--- config.mk ---
export PLATFORM = sky130hd
export DESIGN_NAME = if_stage_bp_flat
export DESIGN_NICKNAME = d
export VERILOG_FILES = /design/src/rtl/if_stage_bp_if.sv /design/src/rtl/if_stage_bp.sv /design/src/flat_wrapper.sv
export SDC_FILE = /design/constraint.sdc
export NUM_CORES = 1
export LEC_CHECK = 0
export CORE_ASPECT_RATIO = 1.25
export CORE_UTILIZATION = 45
export DETAILED_ROUTE_END_ITERATION = 16
export GPL_TIMING_DRIVEN = 0
export PLACE_DENSITY = 0.88
export SYNTH_ARGS = -nofsm -noshare
export SYNTH_HDL_FRONTEND = slang
export SYNTH_SLANG_ARGS = --single-unit
--- constraint.sdc ---
create_clock -name clk -period 2.7 [get_ports clk]
set_input_delay 0.54 -clock clk [delete_from_list [all_inputs] [get_ports clk]]
set_output_delay 0.54 -clock clk [all_outputs]
set_load 0.01 [all_outputs]
--- src/rtl/if_stage_bp_if.sv ---
// Fetch-stage bundle: instruction bus, EX redirect/BHT-update inputs and IF/ID buffer outputs.
// master = fetch stage, slave = surrounding pipeline/memory.
interface if_stage_bp_if;
  logic        pipeline_en;
  logic [31:0] inst_rdata;
  logic        inst_resp;
  logic [31:0] inst_addr;
  logic        inst_read;
  logic        redirect;
  logic [31:0] redirect_pc;
  logic        bht_update;
  logic [31:0] bht_update_pc;
  logic        bht_update_taken;
  logic [31:0] ir_out;
  logic [31:0] pc_out;
  logic        pred_taken_out;
  logic        valid_out;

  modport master (
    input  pipeline_en, inst_rdata, inst_resp, redirect, redirect_pc,
           bht_update, bht_update_pc, bht_update_taken,
    output inst_addr, inst_read, ir_out, pc_out, pred_taken_out, valid_out
  );

  modport slave (
    output pipeline_en, inst_rdata, inst_resp, redirect, redirect_pc,
           bht_update, bht_update_pc, bht_update_taken,
    input  inst_addr, inst_read, ir_out, pc_out, pred_taken_out, valid_out
  );
endinterface

--- src/rtl/if_stage_bp.sv ---
// Fetch stage with next-PC prediction: 2-bit-counter BHT when IF_BHT_EN is defined,
// static backward-taken/forward-not-taken otherwise. JAL is always predicted taken.
module if_stage_bp #(
  parameter int unsigned BHT_ENTRIES = 64,
  parameter logic [31:0] RESET_PC    = 32'h60,
  parameter logic [31:0] BUBBLE_IR   = 32'h0
) (
  input logic           clk,
  input logic           reset_n,
  if_stage_bp_if.master bus
);

  localparam int unsigned IdxW  = $clog2(BHT_ENTRIES);
  localparam logic [6:0]  OpBr  = 7'b1100011;
  localparam logic [6:0]  OpJal = 7'b1101111;
  localparam logic [31:0] AlignMask = 32'hFFFF_FFFC;

  logic [31:0] pc_q, pc_d;
  logic [31:0] ir_q, ir_d;
  logic [31:0] pco_q, pco_d;
  logic        pred_q, pred_d;
  logic        valid_q, valid_d;

  logic [6:0]  opcode;
  logic [31:0] b_imm, j_imm;
  logic        br_taken;

  always_comb begin
    opcode = bus.inst_rdata[6:0];
    b_imm  = {{19{bus.inst_rdata[31]}}, bus.inst_rdata[31], bus.inst_rdata[7],
              bus.inst_rdata[30:25], bus.inst_rdata[11:8], 1'b0};
    j_imm  = {{11{bus.inst_rdata[31]}}, bus.inst_rdata[31], bus.inst_rdata[19:12],
              bus.inst_rdata[20], bus.inst_rdata[30:21], 1'b0};
  end

`ifdef IF_BHT_EN
  logic [1:0]      bht_q [BHT_ENTRIES];
  logic [1:0]      bht_d [BHT_ENTRIES];
  logic [IdxW-1:0] look_idx, upd_idx;
  logic            unused_upd_pc;

  assign look_idx      = pc_q[IdxW+1:2];
  assign upd_idx       = bus.bht_update_pc[IdxW+1:2];
  assign unused_upd_pc = ^{bus.bht_update_pc[31:IdxW+2], bus.bht_update_pc[1:0]};
  // Lookup reads the registered table, so a same-cycle update is not bypassed.
  assign br_taken      = bht_q[look_idx][1];

  always_comb begin
    bht_d = bht_q;
    if (bus.bht_update && bus.pipeline_en) begin
      if (bus.bht_update_taken) begin
        if (bht_q[upd_idx] != 2'b11) bht_d[upd_idx] = bht_q[upd_idx] + 2'b01;
      end else begin
        if (bht_q[upd_idx] != 2'b00) bht_d[upd_idx] = bht_q[upd_idx] - 2'b01;
      end
    end
  end

  always_ff @(posedge clk or negedge reset_n) begin
    if (!reset_n) begin
      for (int i = 0; i < int'(BHT_ENTRIES); i++) bht_q[i] <= 2'b01;
    end else begin
      bht_q <= bht_d;
    end
  end
`else
  logic unused_bht;

  assign unused_bht = ^{bus.bht_update, bus.bht_update_pc, bus.bht_update_taken};
  assign br_taken   = b_imm[31];
`endif

  always_comb begin
    pc_d    = pc_q;
    ir_d    = ir_q;
    pco_d   = pco_q;
    pred_d  = pred_q;
    valid_d = valid_q;
    if (bus.redirect) begin
      pc_d    = bus.redirect_pc & AlignMask;
      ir_d    = BUBBLE_IR;
      pred_d  = 1'b0;
      valid_d = 1'b0;
    end else if (!bus.pipeline_en) begin
      pc_d = pc_q;
    end else if (!bus.inst_resp) begin
      ir_d    = BUBBLE_IR;
      pred_d  = 1'b0;
      valid_d = 1'b0;
    end else begin
      ir_d    = bus.inst_rdata;
      pco_d   = pc_q;
      valid_d = 1'b1;
      pred_d  = 1'b0;
      pc_d    = (pc_q + 32'd4) & AlignMask;
      if (opcode == OpBr) begin
        if (br_taken) begin
          pc_d   = (pc_q + b_imm) & AlignMask;
          pred_d = 1'b1;
        end
      end else if (opcode == OpJal) begin
        pc_d   = (pc_q + j_imm) & AlignMask;
        pred_d = 1'b1;
      end
    end
  end

  always_ff @(posedge clk or negedge reset_n) begin
    if (!reset_n) begin
      pc_q    <= RESET_PC;
      ir_q    <= BUBBLE_IR;
      pco_q   <= 32'h0;
      pred_q  <= 1'b0;
      valid_q <= 1'b0;
    end else begin
      pc_q    <= pc_d;
      ir_q    <= ir_d;
      pco_q   <= pco_d;
      pred_q  <= pred_d;
      valid_q <= valid_d;
    end
  end

  assign bus.inst_addr      = pc_q;
  assign bus.inst_read      = reset_n;
  assign bus.ir_out         = ir_q;
  assign bus.pc_out         = pco_q;
  assign bus.pred_taken_out = pred_q;
  assign bus.valid_out      = valid_q;

endmodule
--- src/flat_wrapper.sv ---
// flat-port wrapper written by rule: the top's interface ports become plain ports
module if_stage_bp_flat 
#(
  parameter int unsigned BHT_ENTRIES = 64,
  parameter logic [31:0] RESET_PC    = 32'h60,
  parameter logic [31:0] BUBBLE_IR   = 32'h0
)
  (clk, reset_n, bus_pipeline_en, bus_inst_rdata, bus_inst_resp, bus_redirect, bus_redirect_pc, bus_bht_update, bus_bht_update_pc, bus_bht_update_taken, bus_inst_addr, bus_inst_read, bus_ir_out, bus_pc_out, bus_pred_taken_out, bus_valid_out);
  if_stage_bp_if bus_i ();
  input logic clk;
  input logic reset_n;
  input wire logic [$bits(bus_i.pipeline_en)-1:0] bus_pipeline_en;
  input wire logic [$bits(bus_i.inst_rdata)-1:0] bus_inst_rdata;
  input wire logic [$bits(bus_i.inst_resp)-1:0] bus_inst_resp;
  input wire logic [$bits(bus_i.redirect)-1:0] bus_redirect;
  input wire logic [$bits(bus_i.redirect_pc)-1:0] bus_redirect_pc;
  input wire logic [$bits(bus_i.bht_update)-1:0] bus_bht_update;
  input wire logic [$bits(bus_i.bht_update_pc)-1:0] bus_bht_update_pc;
  input wire logic [$bits(bus_i.bht_update_taken)-1:0] bus_bht_update_taken;
  output wire logic [$bits(bus_i.inst_addr)-1:0] bus_inst_addr;
  output wire logic [$bits(bus_i.inst_read)-1:0] bus_inst_read;
  output wire logic [$bits(bus_i.ir_out)-1:0] bus_ir_out;
  output wire logic [$bits(bus_i.pc_out)-1:0] bus_pc_out;
  output wire logic [$bits(bus_i.pred_taken_out)-1:0] bus_pred_taken_out;
  output wire logic [$bits(bus_i.valid_out)-1:0] bus_valid_out;
  assign bus_i.pipeline_en = bus_pipeline_en;
  assign bus_i.inst_rdata = bus_inst_rdata;
  assign bus_i.inst_resp = bus_inst_resp;
  assign bus_i.redirect = bus_redirect;
  assign bus_i.redirect_pc = bus_redirect_pc;
  assign bus_i.bht_update = bus_bht_update;
  assign bus_i.bht_update_pc = bus_bht_update_pc;
  assign bus_i.bht_update_taken = bus_bht_update_taken;
  assign bus_inst_addr = bus_i.inst_addr;
  assign bus_inst_read = bus_i.inst_read;
  assign bus_ir_out = bus_i.ir_out;
  assign bus_pc_out = bus_i.pc_out;
  assign bus_pred_taken_out = bus_i.pred_taken_out;
  assign bus_valid_out = bus_i.valid_out;
  if_stage_bp #(.BHT_ENTRIES(BHT_ENTRIES), .RESET_PC(RESET_PC), .BUBBLE_IR(BUBBLE_IR)) u_core (.clk(clk), .reset_n(reset_n), .bus(bus_i));
endmodule
## Word level (Yosys, flattened, before mapping)

Index checks and enable logic that the tools add are counted.

| word-level totals | value |
|---|---|
| output and inout port bits | 99 |
| flip-flop bits (word level) | 98 |
| word-level logic and storage cells | 33 |
| input bits | 103 |

| cells by class | value |
|---|---|
| eq/ne operators | 2 |
| bitwise logic cells | 1 |
| $add $sub $neg | 3 |
| reduce and logical (&&, ||, !) cells | 4 |
| mux-type cells | 18 |

Operators by type and width:

| kind | number |
|---|---|
| 32-bit two-way mux | 9 |
| 32-bit adder | 2 |
| 32-bit by 3-bit adder with 32-bit output (second input constant) | 1 |
| 7-bit equality test (second input constant) | 2 |
| 1-bit two-way mux | 9 |
| 2-bit nonzero test | 2 |
| 3-bit AND reduction | 1 |
| 2-bit AND reduction | 1 |
| 1-bit NOT | 1 |

## Longest topological paths before layout

Gate-level depths: netlist (run 1).

| depth | value |
|---|---|
| depth after elaboration | 6 |
| gate-level depth with buffers | 11 |
| depth with buffers taken out | 11 |

## Worst setup path after synthesis (run 1)

Ideal clock, no wire load.

| timing | value |
|---|---|
| path kind | input port to flip-flop |
| start point | input port bus_inst_rdata[22] |
| end point | register u_core.pc_q[26], in the netlist u_core.bus.inst_addr[26] |
| required time | 2.618 ns |
| setup time | 0.082 ns |
| path buffers | 0 |
| setup slack | -0.061 ns |
| cell stages on the path | 11 |
| data arrival time | 2.679 ns |
| cell sequence | ha_1 > fa_1 > a21o_1 > a221oi_2 > o21ai_1 > a21oi_1 > o31ai_1 > nand3_1 > mux2i_1 > nand2_1 > a31oi_1 |

| on the way | value |
|---|---|
| word-level cells in the longest chain between the ends | 6 |

RTL lines:

| what | line | text |
|---|---|---|
| from (decl) | flat_wrapper.sv:13 | `input wire logic [$bits(bus_i.inst_rdata)-1:0] bus_inst_rdata;` |
| 32-bit adder | if_stage_bp.sv:102 | `pc_d = (pc_q + j_imm) & AlignMask;` |
| 32-bit two-way mux | if_stage_bp.sv:101 | `end else if (opcode == OpJal) begin` |
| 32-bit two-way mux | if_stage_bp.sv:96 | `if (opcode == OpBr) begin` |
| 32-bit two-way mux | if_stage_bp.sv:86 | `end else if (!bus.inst_resp) begin` |
| 32-bit two-way mux | if_stage_bp.sv:84 | `end else if (!bus.pipeline_en) begin` |
| 32-bit two-way mux | if_stage_bp.sv:79 | `if (bus.redirect) begin` |
| to (signal assigned) | if_stage_bp.sv:116 | `pc_q <= pc_d;` |
| to (decl) | if_stage_bp.sv:18 | `logic [31:0] pc_q, pc_d;` |

No other way between the ends. The select of a mux whose other input is x is not followed.
A chain may end at the register's enable or synchronous reset.

## Final worst setup path (run 1)

| timing | value |
|---|---|
| start point | register u_core.pc_q[20], in the netlist u_core.bus.inst_addr[20] |
| end point | register u_core.pc_q[25], in the netlist u_core.bus.inst_addr[25] |

| on the way | value |
|---|---|
| word-level cells in the longest chain between the ends | 6 |
| elaborated cells between the ends (all ways) | 9 |
| those cells by class | add/sub: 3; mux: 6 |

RTL lines:

| what | line | text |
|---|---|---|
| 32-bit by 3-bit adder with 32-bit output (tied with other cells) | if_stage_bp.sv:95 | `pc_d = (pc_q + 32'd4) & AlignMask;` |
| 32-bit two-way mux, on equally long branches | if_stage_bp.sv:101, if_stage_bp.sv:97 |  |
| 32-bit two-way mux * | if_stage_bp.sv:96 |  |
| 32-bit two-way mux * | if_stage_bp.sv:86 |  |
| 32-bit two-way mux * | if_stage_bp.sv:84 |  |
| 32-bit two-way mux * | if_stage_bp.sv:79 |  |

Every way passes the cells marked *; elsewhere a longest branch is shown, timed or not. The select of a mux whose other input is x is not followed.

==> results of run 1 <==
[area by class of cell]
cell class,count,area [sq um]
fill,1255,5458
clock inverter,6,93.84
timing repair buffer,199,1926
clock buffer,9,225.2
sequential,94,2371
inverter,17,65.06
tap,216,270.3
buffer,54,265.3
multi-input combinational,760,5527
[registers in the layout, indices dropped and copies added (netlist names)]
signal,count
u_core.bus.pc_out,30
u_core.bus.pred_taken_out,1
u_core.bus.ir_out,32
u_core.bus.valid_out,1
u_core.bus.inst_addr,30
[where the power goes]
group	switching (mW)	leakage, nW	total [mW]	internal [mW]
Sequential	0.224	1.18	1.79	1.56
Clock	0.652	0.158	1.47	0.821
Combinational	1.39	3.18	2.53	1.14
Total	2.27	4.52	5.79	3.52
[layout by cell type, fill, tap and decap left out, drive strengths merged, types with 7 or more instances in the layout]
cell	netlist	routed
nand2	158	158
clkdlybuf4s50	0	147
dfrtp	92	92
a21oi	83	83
nor2	71	71
o21ai	70	70
buf	15	55
clkbuf	45	48
ha	42	42
a22o	32	32
xnor2	28	28
xor2	23	23
nand3	23	23
a21o	20	20
nand4	19	19
inv	16	19
nor3	19	19
and3	13	13
o31ai	12	12
a211oi	12	12
o211ai	10	10
dlygate4sd2	0	9
and2	9	9
a221oi	9	9
o21a	8	8
nand2b	7	7
[timing repair]
item / in CTS / in global routing
pin swaps: 47 / 33
setup endpoints to repair: 74 / 38
resized for setup: 122 / 74
buffers inserted: 30 / 8
hold buffers: 0 / 0
[worst reg2reg max path: stages (launching register included)]
cell and delay (ns):
dfrtp_1 0.59, ha_2 0.44, a21oi_1 0.25, nor3b_1 0.35
nand4_1 0.26, and2_1 0.30, o2bb2ai_1 0.16, a41oi_1 0.28
o21ai_0 0.12, o211a_1 0.17
[routing by layer]
layer	GRT usage	wire length (um)	part of all wire	up-vias
met5	0	0	0	-
met4	0.2557	2890	0.092	0
met3	0.08913	3518	0.11	248
met2	0.5624	14240	0.46	693
met1	0.3936	10630	0.34	4190
li1	-	-	-	3808
[logic make-up (layout without fill, tap and decap cells)]
family / count (synthesis) / after routing / share of synthesized area
buf+inv: 77 / 285 / 0.04210
compound gates: 314 / 314 / 0.2860
flops: 94 / 94 / 0.3169
fa+ha+maj: 44 / 44 / 0.07612
mux: 7 / 7 / 0.009768
xor+xnor: 51 / 51 / 0.06012
other cells: 1 / 4 / 0.0005047
simple gates: 340 / 340 / 0.2085
[worst paths after layout]
path,slack (ns),cells past startpoint,startpoint,endpoint
worst min register to register,0.48,2,u_core.bus.pc_out[23]$_DFFE_PN0P_,u_core.bus.pc_out[23]$_DFFE_PN0P_
worst max register to register,-0.31,9,u_core.bus.inst_addr[20]$_DFFE_PN0P_,u_core.bus.inst_addr[25]$_DFFE_PN0P_
worst min-delay path,0.08,1,reset_n,u_core.bus.ir_out[26]$_DFFE_PN0P_
min in group clk,0.48,2,u_core.bus.pc_out[23]$_DFFE_PN0P_,u_core.bus.pc_out[23]$_DFFE_PN0P_
worst max-delay path,-0.31,9,u_core.bus.inst_addr[20]$_DFFE_PN0P_,u_core.bus.inst_addr[25]$_DFFE_PN0P_
max in group asynchronous,1.92,2,reset_n,u_core.bus.inst_addr[15]$_DFFE_PN0P_
[metrics by stage]
stage / instance area, sq um / cells / TNS (ns)
finish: 10740 / 1355 / -2.558
global route: 10740 / 1355 / -5.428
CTS: 10380 / 1347 / -0.6544
detailed placement: 9394 / 1309 / -55.98
global placement: 9369 / 1308 / -279.60
floorplan: 7487 / 931 / -0.01439
==> metrics.md, run 1 <==
| Metric | Value |
|---|---|
| IR drop worst, VDD | `0.3165 mV` |
| Post-synth EDFFs | `0` |
| Nets | `1282` |
| Failing checks | `negative setup slack` |
| N_diodes | `0` |
| Clk sinks | `94` |
| Final Worst Setup Slack | `-0.3143 ns` |
| First-pass GRT wire length | `45200 um` |
| Worst Path Required | `2.96 ns` |
| Worst path slowest cell | `dfrtp_1` |
| Layout cells sized above 1 | `0.1870` |
| Commonest cells in the netlist | `158 x nand2_1, 92 x dfrtp_1, 81 x a21oi_1` |
| Worst-path clk slew | `~0.08 ns` |
| Syn avg cell area | `8.006 sq um` |
| Synth area leaders | `dfrtp_1 31%, nand2_1 8.0%, ha_1 7.1%, a21oi_1 5.5%, a22o_1 3.8%` |
| DRT antenna net count | `0` |
| Asr flop ratio synth | `1.000` |
| Largest net degree at the start of global routing | `just over 70` |
| Fmax achieved | `approximately 0.33 GHz` |
| Post-synthesis cell area | `7430 sq um` |
| Final hold slack | `0.08272 ns` |
| Crit end category | `flop` |
| Via/cell ratio | `6.597` |
| Starting Density | `0.4586` |
| Initial antenna violation count | `0` |
| Primary FF master, synth | `dfrtp_1` |
| Area fraction of the dominant cell type after synthesis | `0.3099` |
| Crit-path cells | `ha_2, a21oi_1, nor3b_1, nand4_1, and2_1, o2bb2ai_1, a41oi_1, o21ai_0, o211a_1` |
| Fin util | `0.6631` |
| Fin crit period | `3.014 ns` |
| Ports | `202` |
| Synthesized flop and latch total | `94` |
| Slowest cell delay on critical path | `roughly 0.6 ns` |
| Unrepaired setup endpoints after global routing | `true` |
| Leading area contributor after synthesis | `dfrtp_1` |
| Hold Fails Final Rpt | `0` |
| Slew @ Worst Pin | `0.8443 ns` |
| Detailed Route WL | `31280 um` |
| Power per cell area | `between 500 and 600 nW/um^2` |
| Worst Skew | `around 0.015 ns` |
| Sequential area share after synthesis | `0.3169` |
| P_leak | `about 4.5 nW` |
| Drc violations | `0` |
| Via count | `around 9000` |
| Synthesis warning total | `0` |
| Initial DRC Count | `1201` |
| Post-synth cell types | `76` |
| Worst Setup Path Type | `reg -> reg` |
| Pre-Repair DR Iteration Count | `7` |
| Final period util | `1.116` |
| Clk_lat worst skew | `0.37 ns` |
| Status | `finished, violations left` |
| Mapped Cells | `roughly 930` |
| Power Total | `5.789 mW` |
| Clock Tree Buf Depth | `2` |
| Layout area overhead | `44.59%` |
| Place WS | `-1.507 ns` |
| All-Layer GR Usage | `0.3493` |
| Die area | `17030 sq um` |
| Vias in the first global route | `8475` |
| Drt wl/cell | `approximately 23 um` |
| H-tree levels | `3` |
| Hpwl dp | `between 20000 and 25000 um` |
| Critical Path Start Type | `flop` |
| Die X-Extent | `116.9 um` |
| Number of CTS-inserted buffers | `9` |
| Slew headroom | `0.4371` |
| MaxCap Viol Count | `0` |
| Worst path top cell family by delay | `compound AO/OA/AOI/OAI gates` |
| PortBufs | `roughly 160` |
| Crit-path max FO | `10` |
| Buf/Inv on CP | `0` |
| Chip height | `around 150 um` |
| Final setup viols | `23` |
| Global route overflow | `0` |
| Core Region | `16200 sq um` |
| Hold Path Class | `in -> async` |
| Clock root cell | `clkbuf_16` |
| Row count | `52` |
| Pins over their slew limit | `0` |
| Placer congestion estimate | `about 1.0` |
| Most common cell in the netlist | `nand2_1` |
| CTS tree | `done` |
| Critical path arrival | `3.27 ns` |
Note: power is estimated with default switching activity, not from simulation.
==> run 2, diff against run 1 <==
Settings changed: GPL_TIMING_DRIVEN 0 to 1.
==> metrics.md, run 2 (synthesized netlist as in run 1, its figures left out) <==
| Metric | Value |
|---|---|
| Fin util | `0.7186 (+0.05553)` |
| Worst Skew | `0.01128 ns (-0.004175 ns)` |
| Power per cell area | `515.9 nW/um^2 (-4.3%)` |
| Critical Path Start Type | `input pin` |
| Nets | `1404 (+9.5%)` |
| Clock Tree Buf Depth | `2 (unchanged)` |
| Slew headroom | `0.5001 (+0.06303)` |
| Core Region | `16200 sq um (unchanged)` |
| FF-to-FF End | `u_core.bus.inst_addr[10]$_DFFE_PN0P_` |
| Global route overflow | `0 (unchanged)` |
| Starting Density | `0.4586 (unchanged)` |
| Final hold slack | `0.2885 ns (+0.2057 ns)` |
| Internal | `3.715 mW (+5.6%)` |
| Most frequent cells in the layout | `200 x buf_4, 158 x nand2_1, 148 x clkdlybuf4s50_1, 92 x dfrtp_1, 69 x a21oi_1` |
| Hold Fails Final Rpt | `0 (unchanged)` |
| Clk sinks | `94 (unchanged)` |
| Buf/Inv on CP | `1 (+1)` |
| Post-Layout Cell Count | `1478 (+9.1%)` |
| Pins over their slew limit | `0 (unchanged)` |
| Die area | `17030 sq um (unchanged)` |
| Initial antenna violation count | `0 (unchanged)` |
| Largest net degree at the start of global routing | `95 (+34%)` |
| Row count | `52 (unchanged)` |
| Slew @ Worst Pin | `0.7465 ns (-0.09783 ns)` |
| Pre-Repair DR Iteration Count | `6 (-1)` |
| DP Area | `10690 sq um (+14%)` |
| CTS tree | `done` |
| Final Worst Setup Slack | `-0.5269 ns (-0.2126 ns)` |
| Drc violations | `0 (unchanged)` |
| Crit end category | `flop` |
| Clk_lat worst skew | `0.36 ns (about the same)` |
| First-pass GRT wire length | `47700 um (+5.5%)` |
| All-Layer GR Usage | `0.3717 (+0.02239)` |
| P_leak | `5.212 nW (+15%)` |
| Drt wl/cell | `21.59 um (-6.5%)` |
| Sequential Power Share | `0.285 (-0.023)` |
| Crit-path max FO | `4 (-6)` |
| Fmax achieved | `0.3099 GHz (-6.6%)` |
| Placer congestion estimate | `1.012 (+0.18%)` |
| Failing checks | `negative setup slack` |
| Detailed Route WL | `31910 um (+2.0%)` |
| Sw Pwr | `2.291 mW (+0.93%)` |
| Chip height | `145.7 um (unchanged)` |
| Placed cell count | `1453 (+11%)` |
| Crit-path cells | `clkdlybuf4s50_1, nand4_1, nor2_1, nand3_1, nand2_1, nor2_1, a21oi_1, o211ai_1, a221oi_2, a21oi_1` |
| Via count | `9080 (+1.6%)` |
| Comb pwr share | `0.483 (+0.046)` |
| H-tree levels | `3 (unchanged)` |
| Place WS | `-0.7259 ns (+0.7807 ns)` |
| Worst Setup Path Type | `in -> reg` |
| Initial DRC Count | `802 (-33%)` |
| Setup TNS | `-2.229 ns (+0.3295 ns)` |
| Fin crit period | `3.227 ns (+0.2126 ns)` |
| MaxCap Viol Count | `0 (unchanged)` |
| Worst Path Required | `2.93 ns (-0.03 ns)` |
| Unrepaired setup endpoints after global routing | `true` |
| Layout cells sized above 1 | `0.2567 (+0.06973)` |
| Ports | `202 (unchanged)` |
| IR drop worst, VDD | `0.3659 mV (+16%)` |
| Max reg flops | `32 (unchanged)` |
| N_diodes | `0 (unchanged)` |
| Hpwl dp | `22560 um (+10%)` |
| R2R setup slack | `-0.29 ns (+0.02 ns)` |
| Worst r2r path cells | `11 (+2)` |
| Vias in the first global route | `9102 (+7.4%)` |
| Hold Path Class | `in -> async` |
| Worst path top cell family by delay | `compound AO/OA/AOI/OAI gates` |
| Status | `finished, violations left` |
| Layout area overhead | `56.70%` |
| Power Total | `6.006 mW (+3.7%)` |
| PortBufs | `161 (unchanged)` |
| Critical path arrival | `3.46 ns (+0.19 ns)` |
| Clock power frac | `0.232 (-0.022)` |
| Final period util | `1.195 (+0.07875)` |
| Post-CTS Hold Buffers | `0 (unchanged)` |
| Final setup viols | `18 (-22%)` |
| Final Instance Area | `11640 sq um (+8.4%)` |
| Clock root cell | `clkbuf_16` |
| Slowest cell delay on critical path | `0.59 ns (about the same)` |
| Sw frac | `0.3814 (-0.01062)` |
| Via/cell ratio | `6.143 (-6.9%)` |
| Critical R2R Launch | `u_core.bus.inst_addr[6]$_DFFE_PN1P_` |
| Most common cell after layout, fill and taps aside | `buf_4` |
| Worst path slowest cell | `a21oi_1` |
| Number of CTS-inserted buffers | `9 (unchanged)` |
| Number of fill cells in the layout | `1174 (-6.5%)` |
| DRT antenna net count | `0 (unchanged)` |
| Die X-Extent | `116.9 um (unchanged)` |
| Worst-path clk slew | `0.08 ns (about the same)` |
## run 2: cell count changes in the layout (fill, tap and decap cells not counted), sizes merged, moves of 2 or more
cell           delta
clkdlybuf4s15     -2
dlygate4sd2       +3
clkbuf           -38
buf             +160
## run 2: final cells by class
cell class	count	area, sq um	area share
Inverter	17	63.81	0.005481
Sequential cell	94	2355	0.2023
Multi-Input combinational cell	760	5366	0.4609
Clock buffer	10	229.0	0.01967
Tap cell	216	270.3	0.02321
Timing Repair Buffer	375	3283	0.2820
Clock inverter	6	75.07	0.006448
## run 2: per-layer routing
metal,routed length [um],GRT usage,vias up
li1,-,-,4040
met1,10700,0.3837,4278
met2,15510,0.6243,579
met3,2644,0.07955,183
met4,3051,0.3241,0
met5,0,0,-
## run 2: what timing repair did
item	in CTS	in global routing
pin swaps	37	45
cloned	1	0
resized for setup	56	60
endpoints found under the setup margin	23	24
setup buffers	5	4
## run 2: worst max path at each step
stage / cells past startpoint / end / slack (ns) / start
3_3_place_gp: 14 / u_core.bus.inst_addr[31]$_DFFE_PN0P_ / -0.70 / bus_inst_rdata[31]
6_report: 10 / u_core.bus.inst_addr[10]$_DFFE_PN0P_ / -0.53 / bus_inst_rdata[1]
2_1_floorplan: 11 / u_core.bus.inst_addr[26]$_DFFE_PN0P_ / -0.01 / bus_inst_rdata[22]
4_1_cts: 10 / u_core.bus.inst_addr[27]$_DFFE_PN0P_ / -0.06 / u_core.bus.inst_addr[6]$_DFFE_PN1P_
3_5_place_dp: 14 / u_core.bus.inst_addr[31]$_DFFE_PN0P_ / -0.73 / bus_inst_rdata[31]
5_1_grt: 10 / u_core.bus.inst_addr[10]$_DFFE_PN0P_ / -0.69 / bus_inst_rdata[1]
## run 2: power groups by stage
stage / Combinational [mW] / Clock, mW / Sequential, mW
2_1_floorplan: 1.10 / 0 / 1.79
3_3_place_gp: 2.47 / 0 / 1.72
3_5_place_dp: 2.50 / 0 / 1.72
4_1_cts: 2.65 / 1.39 / 1.70
5_1_grt: 3.10 / 1.45 / 1.72
6_report: 2.90 / 1.39 / 1.71
